`config.mk`:
```
export PLATFORM = sky130hd
export DESIGN_NAME = wb_write_arbiter
export DESIGN_NICKNAME = d
export VERILOG_FILES = /design/src/rtl/wb_write_arbiter_pkg.sv /design/src/rtl/wb_result_fifo.sv /design/src/rtl/wb_write_arbiter.sv
export SDC_FILE = /design/constraint.sdc
export NUM_CORES = 1
export LEC_CHECK = 0
export BUFFER_PORTS_ARGS = -buffer_cell sky130_fd_sc_hd__buf_2
export CORE_MARGIN = 5
export CORE_UTILIZATION = 55
export CTS_CLUSTER_SIZE = 16
export DETAILED_ROUTE_END_ITERATION = 8
export PLACE_DENSITY = 0.77
export SLEW_MARGIN = 20
export SYNTH_ARGS = -nofsm -noshare
export SYNTH_HDL_FRONTEND = slang
export SYNTH_SLANG_ARGS = --single-unit
```
`constraint.sdc`:
```
create_clock -name clk -period 11.25 [get_ports clk]
set_input_delay 2.25 -clock clk [delete_from_list [all_inputs] [get_ports clk]]
set_output_delay 2.25 -clock clk [all_outputs]
set_load 0.1 [all_outputs]
```
`src/rtl/wb_write_arbiter_pkg.sv`:
```
// Shared types for the register-file write-back arbiter.
// WB_R0_DISCARD_EN (when defined) drops every result that targets register 0.
package wb_write_arbiter_pkg;

  localparam int unsigned WB_REG_W  = 4;
  localparam int unsigned WB_DATA_W = 16;

  typedef struct packed {
    logic                 valid;
    logic [WB_REG_W-1:0]  dst;
    logic [WB_DATA_W-1:0] data;
  } wb_entry_t;

  typedef enum logic [1:0] {
    SEL_NONE,
    SEL_MEM,
    SEL_FIFO,
    SEL_ALU
  } wb_sel_e;

endpackage

```
`src/rtl/wb_result_fifo.sv`:
```
// Circular buffer of ALU results that lost write-port arbitration, with
// per-entry squash by destination and a match-any pending query.
module wb_result_fifo #(
  parameter int unsigned DEPTH  = 4,
  parameter int unsigned DATA_W = 16,
  parameter int unsigned REG_W  = 4,
  localparam int unsigned PTR_W = $clog2(DEPTH),
  localparam int unsigned CNT_W = $clog2(DEPTH + 1)
) (
  input  logic              clk,
  input  logic              rst,
  input  logic              push_i,
  input  logic [REG_W-1:0]  push_dst_i,
  input  logic [DATA_W-1:0] push_data_i,
  input  logic              pop_i,
  input  logic              squash_i,
  input  logic [REG_W-1:0]  squash_dst_i,
  input  logic [REG_W-1:0]  qry_reg_i,
  output logic              qry_pending_o,
  output logic              head_valid_o,
  output logic [REG_W-1:0]  head_dst_o,
  output logic [DATA_W-1:0] head_data_o,
  output logic [CNT_W-1:0]  count_o
);

  logic [DEPTH-1:0]  valid_q, valid_d;
  logic [REG_W-1:0]  dst_q  [DEPTH];
  logic [REG_W-1:0]  dst_d  [DEPTH];
  logic [DATA_W-1:0] data_q [DEPTH];
  logic [DATA_W-1:0] data_d [DEPTH];
  logic [PTR_W-1:0]  rd_q, rd_d, wr_q, wr_d;
  logic [CNT_W-1:0]  count_q, count_d;

  always_comb begin
    valid_d = valid_q;
    dst_d   = dst_q;
    data_d  = data_q;
    // Squash hits only entries already stored; a same-cycle push is younger.
    for (int i = 0; i < DEPTH; i++) begin
      if (squash_i && (dst_q[i] == squash_dst_i)) begin
        valid_d[i] = 1'b0;
      end
    end
    if (pop_i) begin
      valid_d[rd_q] = 1'b0;
    end
    if (push_i) begin
      valid_d[wr_q] = 1'b1;
      dst_d[wr_q]   = push_dst_i;
      data_d[wr_q]  = push_data_i;
    end
    rd_d    = pop_i  ? rd_q + PTR_W'(1) : rd_q;
    wr_d    = push_i ? wr_q + PTR_W'(1) : wr_q;
    count_d = count_q + CNT_W'(push_i) - CNT_W'(pop_i);
  end

  always_comb begin
    qry_pending_o = 1'b0;
    for (int i = 0; i < DEPTH; i++) begin
      if (valid_q[i] && (dst_q[i] == qry_reg_i) &&
          !(squash_i && (dst_q[i] == squash_dst_i))) begin
        qry_pending_o = 1'b1;
      end
    end
  end

  assign head_valid_o = valid_q[rd_q];
  assign head_dst_o   = dst_q[rd_q];
  assign head_data_o  = data_q[rd_q];
  assign count_o      = count_q;

  always_ff @(posedge clk or posedge rst) begin
    if (rst) begin
      valid_q <= '0;
      rd_q    <= '0;
      wr_q    <= '0;
      count_q <= '0;
      for (int i = 0; i < DEPTH; i++) begin
        dst_q[i]  <= '0;
        data_q[i] <= '0;
      end
    end else begin
      valid_q <= valid_d;
      rd_q    <= rd_d;
      wr_q    <= wr_d;
      count_q <= count_d;
      dst_q   <= dst_d;
      data_q  <= data_d;
    end
  end

endmodule

```
`src/rtl/wb_write_arbiter.sv`:
```
// Register-file write-port arbiter: mem results first, then buffered ALU results,
// then direct ALU results. Optional macro WB_R0_DISCARD_EN drops writes to register 0.
module wb_write_arbiter
  import wb_write_arbiter_pkg::*;
#(
  parameter int unsigned DEPTH  = 4,
  parameter int unsigned DATA_W = WB_DATA_W,
  parameter int unsigned REG_W  = WB_REG_W,
  localparam int unsigned CNT_W = $clog2(DEPTH + 1)
) (
  input  logic              clk,
  input  logic              rst,
  input  logic              alu_valid,
  output logic              alu_ready,
  input  logic [REG_W-1:0]  alu_dst,
  input  logic [DATA_W-1:0] alu_data,
  input  logic              mem_valid,
  input  logic [REG_W-1:0]  mem_dst,
  input  logic [DATA_W-1:0] mem_data,
  output logic              WriteReg,
  output logic [REG_W-1:0]  DstReg,
  output logic [DATA_W-1:0] DstData,
  input  logic [REG_W-1:0]  qry_reg,
  output logic              qry_pending,
  output logic [CNT_W-1:0]  fifo_count
);

  logic              write_q, write_d;
  logic [REG_W-1:0]  dst_q, dst_d;
  logic [DATA_W-1:0] data_q, data_d;

  wb_sel_e           sel;
  logic              mem_eff, alu_acc, alu_keep, push, pop;
  logic              head_valid, fifo_qry;
  logic [REG_W-1:0]  head_dst;
  logic [DATA_W-1:0] head_data;

`ifdef WB_R0_DISCARD_EN
  assign mem_eff     = mem_valid && (mem_dst != '0);
  assign alu_keep    = alu_dst != '0;
  assign qry_pending = fifo_qry && (qry_reg != '0);
`else
  assign mem_eff     = mem_valid;
  assign alu_keep    = 1'b1;
  assign qry_pending = fifo_qry;
`endif

  assign alu_ready = (fifo_count < CNT_W'(DEPTH)) || !mem_valid;
  assign alu_acc   = alu_valid && alu_ready;

  always_comb begin
    sel = SEL_NONE;
    if (mem_eff) begin
      sel = SEL_MEM;
    end else if (fifo_count != '0) begin
      sel = SEL_FIFO;
    end else if (alu_acc && alu_keep) begin
      sel = SEL_ALU;
    end
  end

  // ALU results queue behind any write that takes the port ahead of them.
  assign push = alu_acc && alu_keep && ((sel == SEL_MEM) || (sel == SEL_FIFO));
  assign pop  = (sel == SEL_FIFO);

  always_comb begin
    write_d = 1'b0;
    dst_d   = dst_q;
    data_d  = data_q;
    unique case (sel)
      SEL_MEM: begin
        write_d = 1'b1;
        dst_d   = mem_dst;
        data_d  = mem_data;
      end
      SEL_FIFO: begin
        if (head_valid) begin
          write_d = 1'b1;
          dst_d   = head_dst;
          data_d  = head_data;
        end
      end
      SEL_ALU: begin
        write_d = 1'b1;
        dst_d   = alu_dst;
        data_d  = alu_data;
      end
      default: ;
    endcase
  end

  always_ff @(posedge clk or posedge rst) begin
    if (rst) begin
      write_q <= 1'b0;
      dst_q   <= '0;
      data_q  <= '0;
    end else begin
      write_q <= write_d;
      dst_q   <= dst_d;
      data_q  <= data_d;
    end
  end

  assign WriteReg = write_q;
  assign DstReg   = dst_q;
  assign DstData  = data_q;

  wb_result_fifo #(
    .DEPTH  (DEPTH),
    .DATA_W (DATA_W),
    .REG_W  (REG_W)
  ) u_fifo (
    .clk           (clk),
    .rst           (rst),
    .push_i        (push),
    .push_dst_i    (alu_dst),
    .push_data_i   (alu_data),
    .pop_i         (pop),
    .squash_i      (mem_eff),
    .squash_dst_i  (mem_dst),
    .qry_reg_i     (qry_reg),
    .qry_pending_o (fifo_qry),
    .head_valid_o  (head_valid),
    .head_dst_o    (head_dst),
    .head_data_o   (head_data),
    .count_o       (fifo_count)
  );

endmodule

```
## After elaboration in Yosys (flattened, before gate mapping)

Cells that the tools add are included.

- Flip-flop bits (word level): 112
- Input bits: 48
- Output and inout port bits: 26

- $add $sub $neg: 4
- Magnitude comparators: 8
- Equality and inequality tests: 12
- Mux-type cells: 37
- Bitwise logic cells: 5
- Reductions and logical operators: 28

Operators with widths:

| operator | number |
|---|---|
| $bwmux 64 | 1 |
| $mux 16 | 4 |
| $pmux 16 s3 | 1 |
| $bmux 16 s2 | 1 |
| $demux 16 s2 | 1 |
| $eq 4x4->1 | 8 |
| $mux 4 | 6 |
| $logic_and 1x1->1 | 17 |
| $bwmux 16 | 1 |
| $mux 1 | 12 |
| $pmux 4 s3 | 1 |
| $bmux 4 s2 | 1 |
| $demux 4 s2 | 1 |
| $ge 3x3->1 const B | 2 |
| $lt 2x3->1 const B | 2 |
| $mux 2 | 3 |
| $not 2->3 | 2 |
| $reduce_bool 3->1 | 2 |
| $logic_not 1->1 | 5 |
| $add 2x1->2 const B | 2 |
| $and 4x4->4 | 1 |
| $demux 1 s2 | 2 |
| $eq 2x2->1 const B | 2 |
| $ge 2x1->1 const B | 2 |
| 13 further kinds | 14 |

## Logic depth before layout (Yosys ltp)

- Word-level depth: 11
- Gate-level depth with buffers: 11
- Depth with buffers taken out: 10

## Hierarchy

From an unflattened synthesis, not the netlist that was laid out.

- Cell total of the unflattened synthesis: 431
- Area total of the unflattened synthesis: 5690.5 um^2

Modules (own cells, without submodules):

| module | instances | cells each | area each (um^2) | sequential area each (um^2) |
|---|---|---|---|---|
| wb_result_fifo | 1 | 305 | 4463.0 | 2277.2 |
| wb_write_arbiter | 1 | 126 | 1227.4 | 525.5 |

## Least setup slack after synthesis

No wires, ideal clock.

- Kind: input-to-output
- From: in mem_dst[0]
- To: out qry_pending
- Data arrival time: 4.161 ns
- Setup slack: 4.839 ns
- Cell stages on the path: 5
- Cells stage by stage: clkbuf_1 -> a222oi_1 -> or4b_1 -> nand3_1 -> nand4_1

- Word-level cells in the longest chain between the ends: 8
- Elaborated cells on any way between the ends: 20
- Classes of those cells: eq/ne: 4; mux: 4; reduce/logical: 12

RTL lines:

| item | RTL line | RTL |
|---|---|---|
| start: declaration | wb_write_arbiter.sv:18 | `input logic [REG_W-1:0] mem_dst,` |
| $eq 4x4->1 | wb_result_fifo.sv:61 | `!(squash_i && (dst_q[i] == squash_dst_i))) begin` |
| $logic_and 1x1->1 | wb_result_fifo.sv:61 |  |
| $logic_not 1->1 | wb_result_fifo.sv:61 |  |
| $logic_and 1x1->1 | wb_result_fifo.sv:60 | `if (valid_q[i] && (dst_q[i] == qry_reg_i) &&` |
| $mux 1 (3 in series) | wb_result_fifo.sv:60 |  |
| $mux 1 (*) | wb_result_fifo.sv:60 |  |
| end: declaration | wb_write_arbiter.sv:24 | `output logic qry_pending,` |

Every way passes the cells marked *; elsewhere a longest branch is shown, timed or not.

## Worst setup path in the final report

- From: in mem_dst[1]
- To: out qry_pending

The elaborated chain is that of the path after synthesis.

==> flow_metrics.env <==
export IMPL_stdcell_count=740
export IMPL_drt_wl_total_um=13000
export IMPL_drc=0
export IMPL_relSlewSlack_pct=27.6
export IMPL_clock_latency_ps=370
export IMPL_layout_setup_ws_ps=5160
export IMPL_reg2reg_depth=8
export IMPL_post_place_cells=724
export IMPL_setup_worst_path_end_class="output port"
export IMPL_min_period_ps=6090
export IMPL_tritoncts="done"
export IMPL_p_leak_uw=0.00304
export IMPL_yosysSeqAreaShare_pct=49.7
export IMPL_synth_warnings=0
export IMPL_initial_core_util_pct=55.6
export IMPL_hold_violations=0
export IMPL_viasPerCell=5.68
export IMPL_status="completed"
export IMPL_skew_ps=12.8
export IMPL_worstSetupStartpointType="input port"
export IMPL_grt_usage_pct=21.2
export IMPL_yosys_top_cells_area="dfrtp_1 (50%), mux4_1 (9.3%), nand2_1 (6.9%), o21ai_0 (6.6%), xor2_1 (4.4%)"
export IMPL_preCtsSetupSlack_ps=5230
export IMPL_cts_root_buf="clkbuf_8"
export IMPL_row_count=37
export IMPL_worst_ep_required_time_ps=9000
export IMPL_drv_slew=0
export IMPL_critPathKind="input port to output port"
export IMPL_cts_setup_buffers=0
export IMPL_die_y_um=111
export IMPL_place_gp_congestion=0.921
export IMPL_grt_pass1_vias=4253
export IMPL_worst_pin_slew_ps=1090
export IMPL_area_growth_pct=10.4
export IMPL_reg2reg_to="DstData[2]"
export IMPL_p_per_area_nw_per_um2=305
export IMPL_grt_max_degree=59
export IMPL_dieArea_um2=12400
export IMPL_clkSinkCount=112
export IMPL_core_area_um2=10100
export IMPL_synth_most_common_cell="dfrtp_1"
export IMPL_yosysTopAreaCell="dfrtp_1"
export IMPL_grt_ovfl_total=0
export IMPL_syn_area_um2=5640
export IMPL_cp_arrival_ps=3840
export IMPL_htree_num_levels=3
export IMPL_ys_flop_type="dfrtp_1"
export IMPL_cts_resized_gates=0
export IMPL_rr_startpoint="u_fifo.count_o[1]"
export IMPL_avgSynthCellArea_um2=10.4
export IMPL_diodes=0
export IMPL_drive_gt1_share_pct=19.0
export IMPL_drv_cap=0
export IMPL_startpoint="mem_dst[1]"
export IMPL_netlist_instances=544
export IMPL_synthArstFlopShare_pct=100
export IMPL_clk_path_buf_depth=2
export IMPL_grt_antenna_before_repair=0
export IMPL_fin_crit_sh_pct=54.1
export IMPL_final_core_util_pct=61.4
export IMPL_ir_worst_vdd_mv=0.172
export IMPL_wl_per_cell_um=17.6
export IMPL_power_uw=1900
export IMPL_min_from="u_fifo.data_q[60]"
export IMPL_firstDrtPassIters=5
export IMPL_synth_common_cells="dfrtp_1 (112), nand2_1 (104), o21ai_0 (74), a21oi_1 (36), inv_1 (30)"
export IMPL_syn_num_nets=606
export IMPL_boundaryPins=74
export IMPL_ys_seq_elements=112
export IMPL_io_buffer_count=73
export IMPL_hold_end="u_fifo.data_q[60]"
export IMPL_vias=4205
export IMPL_drt_first_iter_violations=224
export IMPL_setup_tns_ps=0
export IMPL_hold_depth=2
export IMPL_fp_dieW_um=111
export IMPL_rsz0062_at_grt="false"
export IMPL_dp_hpwl_um=8640
export IMPL_final_setup_viol_count=0
export IMPL_fin_nets=661
export IMPL_ys_types=34
export IMPL_yosysTopAreaCellShare_pct=49.7
export IMPL_cts_made_buffers=9
export IMPL_min_path_type="flip-flop to flip-flop"
export IMPL_fmax_mhz=164
export IMPL_critPathMaxFanout=5
export IMPL_grt_pass1_wl_um=21200
export IMPL_clkTransAtPathRegs_ps=100
export IMPL_r2r_setup_slack_ps=8160
export IMPL_synth_edf_count=0
export IMPL_drtAntennaViolNets=0
export IMPL_ctsHoldBuffers=0
-- layout by cell type (no fill, tap or decap), types with 12 or more instances in the layout --
cell     Yosys  final
nor2_1      19     19
mux4_1      20     20
ha_1        13     12
o21ai_0     74     74
o31ai_1     17     17
inv_1       30     29
xor2_1      28     28
mux2_2      12     12
a21oi_1     36     36
buf_2       15     73
dfrtp_1    112    112
nand2_1    104    104
-- worst max-delay path, stage by stage --
cell	delay (ps)
buf_2	160
inv_2	50
a222oi_1	330
or4b_1	530
nand3_1	120
nand4_1	90
buf_2	300
-- logic make-up after synthesis --
logic type	count (synthesis)	share of synthesized area (%)
mux	33	12.1
compound gates	137	13.5
buf+inv	67	5.59
flops	112	49.7
fa+ha+maj	14	3.24
xor+xnor	34	5.28
simple gates	147	10.6
-- layout make-up --
type / count / area [µm²]
multi-input cells: 365 / 2520
flip-flops and latches: 112 / 2800
clock buffers: 11 / 151
clock inverters: 5 / 40.0
fillers: 869 / 3920
repair buffers: 80 / 418
well taps: 136 / 170
inverters: 31 / 119
-- flip-flops by register name, summed over array words and instances (netlist names) --
signal / count
u_fifo.valid_q: 4
u_fifo.count_o: 3
WriteReg: 1
u_fifo.data_q: 64
u_fifo.rd_q: 2
u_fifo.dst_q: 16
u_fifo.wr_q: 2
DstData: 16
DstReg: 4
-- layer usage --
layer,vias to the layer above,GRT usage [%],part of all wire (%)
li1,1981,-,-
met2,187,34.3,47
met1,2007,28.9,43
met4,0,6.00,1.9
met5,-,0,0
met3,30,4.64,8.1
-- per-stage QoR --
stage                     area, µm²  hold slack [ps]
final                          6220              481
after global routing           6220              506
after CTS                      6220              485
after detailed placement       6030              463
after global placement         6030              453
after floorplan                5640              442
-- worst max path at each step --
stage                        to  slack, ps  cells after the start
global route        qry_pending       5190                      7
floorplan           qry_pending       4840                      5
detailed placement  qry_pending       5230                      7
finish              qry_pending       5160                      7
global placement    qry_pending       5270                      7
CTS                 qry_pending       5220                      7
-- report_power, final --
group | leakage (µW) | switching [µW] | internal, µW
Sequential | 0.00139 | 152 | 593
Clock | 0.0000882 | 139 | 94.1
Combinational | 0.00156 | 622 | 295
(Power assumes the default switching activity.)
